`src/rtl/ac_reg_param.sv`:
```
// Accumulator (AC) register with E flag for the datapath.
// Single-cycle ops (clear/load/add/and/complement/increment/circulate), plus a
// multi-cycle rotate engine that circulates {E,AC} one bit per clock.
// busy is asserted in the cycle a non-zero rotate is accepted and in every
// ROT cycle after it, so an N-step rotate shows busy for N+1 cycles.
module ac_reg_param #(
  parameter int WIDTH = 16,
  parameter int CNTW  = 5
) (
  input  logic             clk,
  input  logic             rst_n,
  input  logic [WIDTH-1:0] acin,
  input  logic             acclr,
  input  logic             acld,
  input  logic             acadd,
  input  logic             acand,
  input  logic             accma,
  input  logic             acinc,
  input  logic             acshr,
  input  logic             acshl,
  input  logic             rot_start,
  input  logic             rot_dir,
  input  logic [CNTW-1:0]  rot_amt,
  output logic [WIDTH-1:0] acout,
  output logic             e_out,
  output logic             zero,
  output logic             busy,
  output logic             done
);

  typedef enum logic {IDLE, ROT} state_e;

  state_e           state_q, state_d;
  logic [CNTW-1:0]  cnt_q, cnt_d;
  logic             dir_q, dir_d;
  logic [WIDTH-1:0] ac_q, ac_d;
  logic             e_q, e_d;
  logic             done_q, done_d;

  logic             other_op;
  logic             start_ok;
  logic [WIDTH:0]   shr_v, shl_v, sum_v;

  assign other_op = acclr | acld | acadd | acand | accma | acinc | acshr | acshl;
  assign start_ok = (state_q == IDLE) && rot_start && !other_op;

  // One-bit circulates of {E,AC}, right and left.
  assign shr_v = {ac_q[0], e_q, ac_q[WIDTH-1:1]};
  assign shl_v = {ac_q[WIDTH-1], ac_q[WIDTH-2:0], e_q};
  assign sum_v = {1'b0, ac_q} + {1'b0, acin};

  assign acout = ac_q;
  assign e_out = e_q;
  assign zero  = (ac_q == '0);
  assign done  = done_q;
  assign busy  = (state_q == ROT) || (start_ok && (rot_amt != '0));

  // Next-state: prioritised single-cycle ops in IDLE, stepping/abort in ROT.
  always_comb begin
    state_d = state_q;
    cnt_d   = cnt_q;
    dir_d   = dir_q;
    ac_d    = ac_q;
    e_d     = e_q;
    done_d  = 1'b0;
    case (state_q)
      IDLE: begin
        if (acclr) begin
          ac_d = '0;
          e_d  = 1'b0;
        end else if (acld) begin
          ac_d = acin;
        end else if (acadd) begin
          {e_d, ac_d} = sum_v;
        end else if (acand) begin
          ac_d = ac_q & acin;
        end else if (accma) begin
          ac_d = ~ac_q;
        end else if (acinc) begin
          ac_d = ac_q + WIDTH'(1);
        end else if (acshr) begin
          {e_d, ac_d} = shr_v;
        end else if (acshl) begin
          {e_d, ac_d} = shl_v;
        end else if (rot_start) begin
          if (rot_amt == '0) begin
            done_d = 1'b1;
          end else begin
            state_d = ROT;
            cnt_d   = rot_amt;
            dir_d   = rot_dir;
          end
        end
      end
      ROT: begin
        if (acclr) begin
          // Abort: clear everything, no done pulse.
          ac_d    = '0;
          e_d     = 1'b0;
          cnt_d   = '0;
          state_d = IDLE;
        end else begin
          {e_d, ac_d} = dir_q ? shl_v : shr_v;
          cnt_d       = cnt_q - CNTW'(1);
          if (cnt_q == CNTW'(1)) begin
            state_d = IDLE;
            done_d  = 1'b1;
          end
        end
      end
      default: state_d = IDLE;
    endcase
  end

  // State and datapath registers, async active-low reset.
  always_ff @(posedge clk or negedge rst_n) begin
    if (!rst_n) begin
      state_q <= IDLE;
      cnt_q   <= '0;
      dir_q   <= 1'b0;
      ac_q    <= '0;
      e_q     <= 1'b0;
      done_q  <= 1'b0;
    end else begin
      state_q <= state_d;
      cnt_q   <= cnt_d;
      dir_q   <= dir_d;
      ac_q    <= ac_d;
      e_q     <= e_d;
      done_q  <= done_d;
    end
  end

endmodule

```
`config.mk`:
```
export PLATFORM = sky130hd
export DESIGN_NAME = ac_reg_param
export DESIGN_NICKNAME = d
export VERILOG_FILES = /design/src/rtl/ac_reg_param.sv
export SDC_FILE = /design/constraint.sdc
export NUM_CORES = 1
export LEC_CHECK = 0
export CAP_MARGIN = 10
export CORE_MARGIN = 4
export CORE_UTILIZATION = 50
export CTS_BUF_LIST = sky130_fd_sc_hd__clkbuf_8
export CTS_CLUSTER_SIZE = 10
export DETAILED_ROUTE_END_ITERATION = 8
export HOLD_SLACK_MARGIN = 0.15
export PLACE_DENSITY = 0.77
export SYNTH_ARGS = -nofsm -noshare
export SYNTH_HDL_FRONTEND = slang
export SYNTH_SLANG_ARGS = --single-unit
```
`constraint.sdc`:
```
create_clock -name clk -period 3.7 [get_ports clk]
set_clock_uncertainty 0.1 [all_clocks]
set_input_delay 0.37 -clock clk [delete_from_list [all_inputs] [get_ports clk]]
set_output_delay 0.37 -clock clk [all_outputs]
set_load 0.03 [all_outputs]
```
## After elaboration in Yosys (flattened, before gate mapping)

Cells that the tools add are included.

| storage, ports and cells | value |
|---|---|
| flip-flop bits (word level) | 25 |
| input port bits | 33 |
| output and inout port bits | 20 |

| operators by class | value |
|---|---|
| add/subtract/negate cells | 3 |
| equality and inequality tests | 17 |
| mux-type cells | 59 |
| bitwise gates (word level) | 19 |
| reductions and logical operators | 11 |

Operators by type and width:

| operator | count |
|---|---|
| two-way mux 16 bit | 9 |
| two-way mux 5 bit | 11 |
| two-way mux 1 bit | 33 |
| case mux 16 bit (2 select lines) | 1 |
| inequality test 2 bit (second input constant) | 10 |
| adder 16 x 16 -> 17 bit | 1 |
| two-way mux 17 bit | 1 |
| adder 16 x 1 -> 16 bit (second input constant) | 1 |
| bitwise AND 16 bit | 1 |
| zero test 16 bit | 1 |
| inverter 16 bit | 1 |
| inequality test 4 bit (second input constant) | 3 |
| AND reduction 11 bit | 1 |
| inverter 1 bit | 10 |
| case mux 5 bit (2 select lines) | 1 |
| AND reduction 10 bit | 1 |
| inequality test 9 bit (second input constant) | 1 |
| bitwise OR 1 bit | 7 |
| case mux 1 bit (2 select lines) | 3 |
| == test 5 x 1 -> 1 bit (second input constant) | 1 |
| zero test 5 bit | 1 |
| inequality test 5 bit (second input constant) | 1 |
| AND reduction 5 bit | 1 |
| nonzero test 5 bit | 1 |
| 5 further kinds | 7 |

## Depth between registers and ports, before layout

| logic depth | value |
|---|---|
| word-level depth | 12 |
| mapped depth | 8 |
| mapped depth without buffers | 8 |

## Worst setup path before layout

OpenSTA, ideal clock, no wires.

| timing | value |
|---|---|
| path kind | flip-flop to flip-flop |
| start point | reg ac_q[0] (netlist: acout[0]) |
| end point | reg e_q (netlist: e_out) |
| library setup time | 136 ps |
| arrival | 2555 ps |
| required time | 3464 ps |
| setup slack | 909 ps |
| stages on the path, launching flop included | 9 |
| period minus slack after synthesis | 2791 ps |
| cells stage by stage | dfrtp_1 ha_1 fa_1 a211o_1 a211o_1 nand2_1 o31ai_1 a2111oi_0 o32ai_1 |

| on the way | value |
|---|---|
| word-level cells in the longest chain between the ends | 8 |
| elaborated cells between the ends (all ways) | 11 |
| classes of those cells | add/sub (1); mux (10) |

Ends and longest elaborated chain:

| what | RTL line | RTL |
|---|---|---|
| from (decl) | 36 | `logic [WIDTH-1:0] ac_q, ac_d;` |
| from (signal assigned) | 121 | `ac_q <= '0;` |
| from (signal assigned) | 128 | `ac_q <= ac_d;` |
| branches (longest 7 deep; another with adder 16 x 16 -> 17 bit) | n/a |  |
| case mux 1 bit (2 select lines) * | 66 | `case (state_q)` |
| to (signal assigned) | 122 | `e_q <= 1'b0;` |
| to (signal assigned) | 129 | `e_q <= e_d;` |
| to (decl) | 37 | `logic e_q, e_d;` |

Every way passes the cells marked *. The select of a mux whose other input is x is not followed.
A chain may end at the register's enable or synchronous reset.

## Worst setup path in the final report

| timing | value |
|---|---|
| start point | in acin[0] |
| end point | reg e_q (netlist: e_out) |

| on the way | value |
|---|---|
| word-level cells in the longest chain between the ends | 5 |

Ends and longest elaborated chain:

| what | RTL line | RTL |
|---|---|---|
| from (decl) | 12 | `input logic [WIDTH-1:0] acin,` |
| adder 16 x 16 -> 17 bit | 50 | `assign sum_v = {1'b0, ac_q} + {1'b0, acin};` |
| two-way mux 1 bit | 73 | `end else if (acadd) begin` |
| two-way mux 1 bit | 71 | `end else if (acld) begin` |
| two-way mux 1 bit | 68 | `if (acclr) begin` |
| case mux 1 bit (2 select lines) | 66 |  |

Every way passes these cells. The select of a mux whose other input is x is not followed.

==> flow_metrics.py <==
metrics = {
    "run_status": {
        "status": "finished, final reports clean",
    },
    "die": {
        "die_w_um": 93.7,
        "io_pins": 53,
        "dieArea_um2": 8790,
        "die_h_um": 93.7,
        "core_um2": 6980,
        "rows": 30,
        "start_util_pct": 52.6,
    },
    "worst_setup_path": {
        "reg2reg_setup_slack_ps": 650,
        "end_kind": "flop",
        "start_kind": "primary input",
        "critPathKind": "primary input to flop",
        "r2r-start": "acout[0]",
        "reg2reg_to": "e_out",
        "r2r_cells": 8,
        "critPathMaxFanout": 4,
        "worstPathRequired_ps": 3780,
        "arrival_ps": 3160,
    },
    "clocking": {
        "post_cts_buffers": 0,
        "insertion_delay_ps": 300,
        "clk_pin_slew_ps": 120,
        "cts_tree": "built",
        "ctsRootBufferMaster": "clkbuf_8",
        "hold_buffers": 0,
        "cts_made_buffers": 3,
        "clock_sinks": 25,
        "htreeDepth": 1,
        "ctsResizeCount": 0,
        "clk_path_buf_depth": 2,
    },
    "sta": {
        "fin_crit_sh_pct": 83.0,
        "maxSlewViolCount": 0,
        "hold_viol_final": 0,
        "slew_headroom_pct": 36.6,
        "max_freq_mhz": 325,
        "tightest_slew_ps": 951,
        "fin_crit_ps": 3070,
        "grt_setup_unrepaired": "no",
        "tns_ps": 0,
        "setup_viol": 0,
    },
    "yosys": {
        "synth.distinct_cells": 69,
        "synth_common_cells": "nand2_1 (46), a21oi_1 (39), mux2i_1 (38), nor2_1 (36), o21ai_0 (33)",
        "synth_edf_count": 0,
        "yosysMostFrequentCell": "nand2_1",
        "synth_area_um2": 3670,
        "ys_seq_area_share_pct": 17.0,
        "synth-seq-cells": 25,
        "synth_top_cell_by_area": "dfrtp_1",
        "synth_ff_type": "dfrtp_1",
        "yosysTopAreaCellShare_pct": 17.0,
        "synth_cells": 489,
        "ys_async_sr_fraction_pct": 100,
        "ys_warn_count": 0,
        "syn-num-nets": 543,
        "syn_area_per_cell_um2": 7.51,
        "ys_top_cells_by_area": "dfrtp_1 (17%), mux2i_1 (10%), ha_1 (6.8%), a21oi_1 (5.3%), nand2_1 (4.7%)",
    },
    "power_and_ir_drop": {
        "ir_drop_mv": 0.155,
        "p_seq_share_pct": 31.9,
        "p_sw_share_pct": 47.2,
        "p_int_w": 0.000702,
        "p_sw_w": 0.000628,
        "p_per_area_nw_per_um2": 310,
        "leakagePower_nw": 1.70,
        "power_frac_clock_pct": 15.1,
        "p_comb_share_pct": 53.0,
    },
    "place": {
        "place_inst": 611,
        "place_hpwl_um": 9010,
        "portBuffers": 52,
        "place_area_um2": 4250,
        "gp_congestion": 0.964,
    },
    "drt": {
        "first_pass_iters": 8,
        "wl_per_cell_um": 21.1,
        "vias": 4330,
        "drtIter0Drc": 603,
        "via_per_inst": 7.04,
        "drt-total-wl_um": 13000,
        "antenna_left": 0,
        "drc": 0,
    },
    "global_route": {
        "first_global_vias": 4056,
        "grt_overflow": 0,
        "antenna_found_initial": 0,
        "track_usage_pct": 29.7,
        "grt_max_degree": 31,
        "grt_pass1_wl_um": 20800,
    },
    "layout": {
        "fillers": 646,
        "drive_above_1_share_pct": 6.74,
        "instances_no_fill": 615,
        "finalNetCount": 574,
        "stdcell_area_um2": 4300,
        "fin_util_pct": 61.5,
        "area_growth_pct": 16.9,
        "antenna_cells": 0,
    },
    "worst_hold_path": {
        "hp-class": "primary input to asynchronous set/reset pin",
    },
    "flow_run": {
        "max-cap-violations": 0,
    },
}
-- layer usage --
| metal | track usage [%] | up-vias | part of all wire [%] |
|---|---|---|---|
| li1 | - | 1935 | - |
| met1 | 41.7 | 1987 | 40 |
| met2 | 44.1 | 347 | 43 |
| met3 | 6.09 | 61 | 13 |
| met4 | 12.4 | 0 | 4.0 |
| met5 | 0 | - | 0 |
-- worst max path at each step --
stage          cells past startpoint      from    end  slack (ps)
3_5_place_dp                       9   acin[0]  e_out         400
6_report                           9   acin[0]  e_out         630
2_1_floorplan                      8  acout[0]  e_out         910
4_1_cts                            9   acin[0]  e_out         700
5_1_grt                            8  acout[0]  e_out         500
3_3_place_gp                       9   acin[0]  e_out         460
-- cell families (layout without fill, tap and decap cells) --
| group | count (synthesis) | in the layout | synth area share [%] |
|---|---|---|---|
| DFF | 25 | 25 | 17.0 |
| buffers and inverters | 57 | 87 | 6.57 |
| AOI/OAI and AO/OA | 181 | 181 | 33.5 |
| xor gates and xnor gates | 8 | 8 | 1.91 |
| adders and majority gates | 21 | 21 | 7.35 |
| muxes | 43 | 43 | 12.0 |
| and+or+nand+nor | 154 | 154 | 21.7 |
-- worst max-delay path: stages --
cell	delay, ps
clkdlybuf4s50_1	460
ha_1	280
fa_1	430
a211o_1	370
a211o_1	310
nand2_1	140
o31ai_1	140
a2111oi_0	490
o32ai_1	150
-- per-stage QoR --
step / setup slack, ps / power (W) / hold WS, ps
after floorplan: 909 / 0.000886 / -25.6
after global placement: 463 / 0.00109 / 369
after detailed placement: 397 / 0.00111 / 395
after CTS: 701 / 0.00131 / 369
after global routing: 498 / 0.00141 / 385
final: 628 / 0.00133 / 342
-- area by class of cell --
type	instances	area [µm²]	area share, %
multi-input combinational	407	2810	65.3
timing repair buffer	67	633	14.7
sequential	25	626	14.6
tap	96	120	2.80
inverter	16	60.1	1.40
clock buffer	3	41.3	0.961
clock inverter	1	8.76	0.204
-- power groups by stage --
stage / registers (W) / clock network [W] / logic [W]
final: 0.000424 / 0.000201 / 0.000705
after global routing: 0.000433 / 0.000210 / 0.000767
after CTS: 0.000419 / 0.000198 / 0.000690
after detailed placement: 0.000424 / 0 / 0.000685
after global placement: 0.000419 / 0 / 0.000673
after floorplan: 0.000407 / 0 / 0.000480
-- cell usage in the layout (no fill, tap or decap), drive strengths merged, types with 9 or more instances in the layout --
master	n
ha	20
a211oi	10
mux2i	38
nor2	36
and3	9
nand2	47
dfrtp	25
buf	15
o31ai	9
a21oi	39
inv	16
nor3	14
nand3	10
a31oi	11
o21ai	35
clkdlybuf4s50	52
-- registers in the layout, indices dropped and copies added, names as in the netlist --
name     count
done         1
e_out        1
state_q      1
dir_q        1
cnt_q        5
acout       16
(Power assumes the default switching activity.)
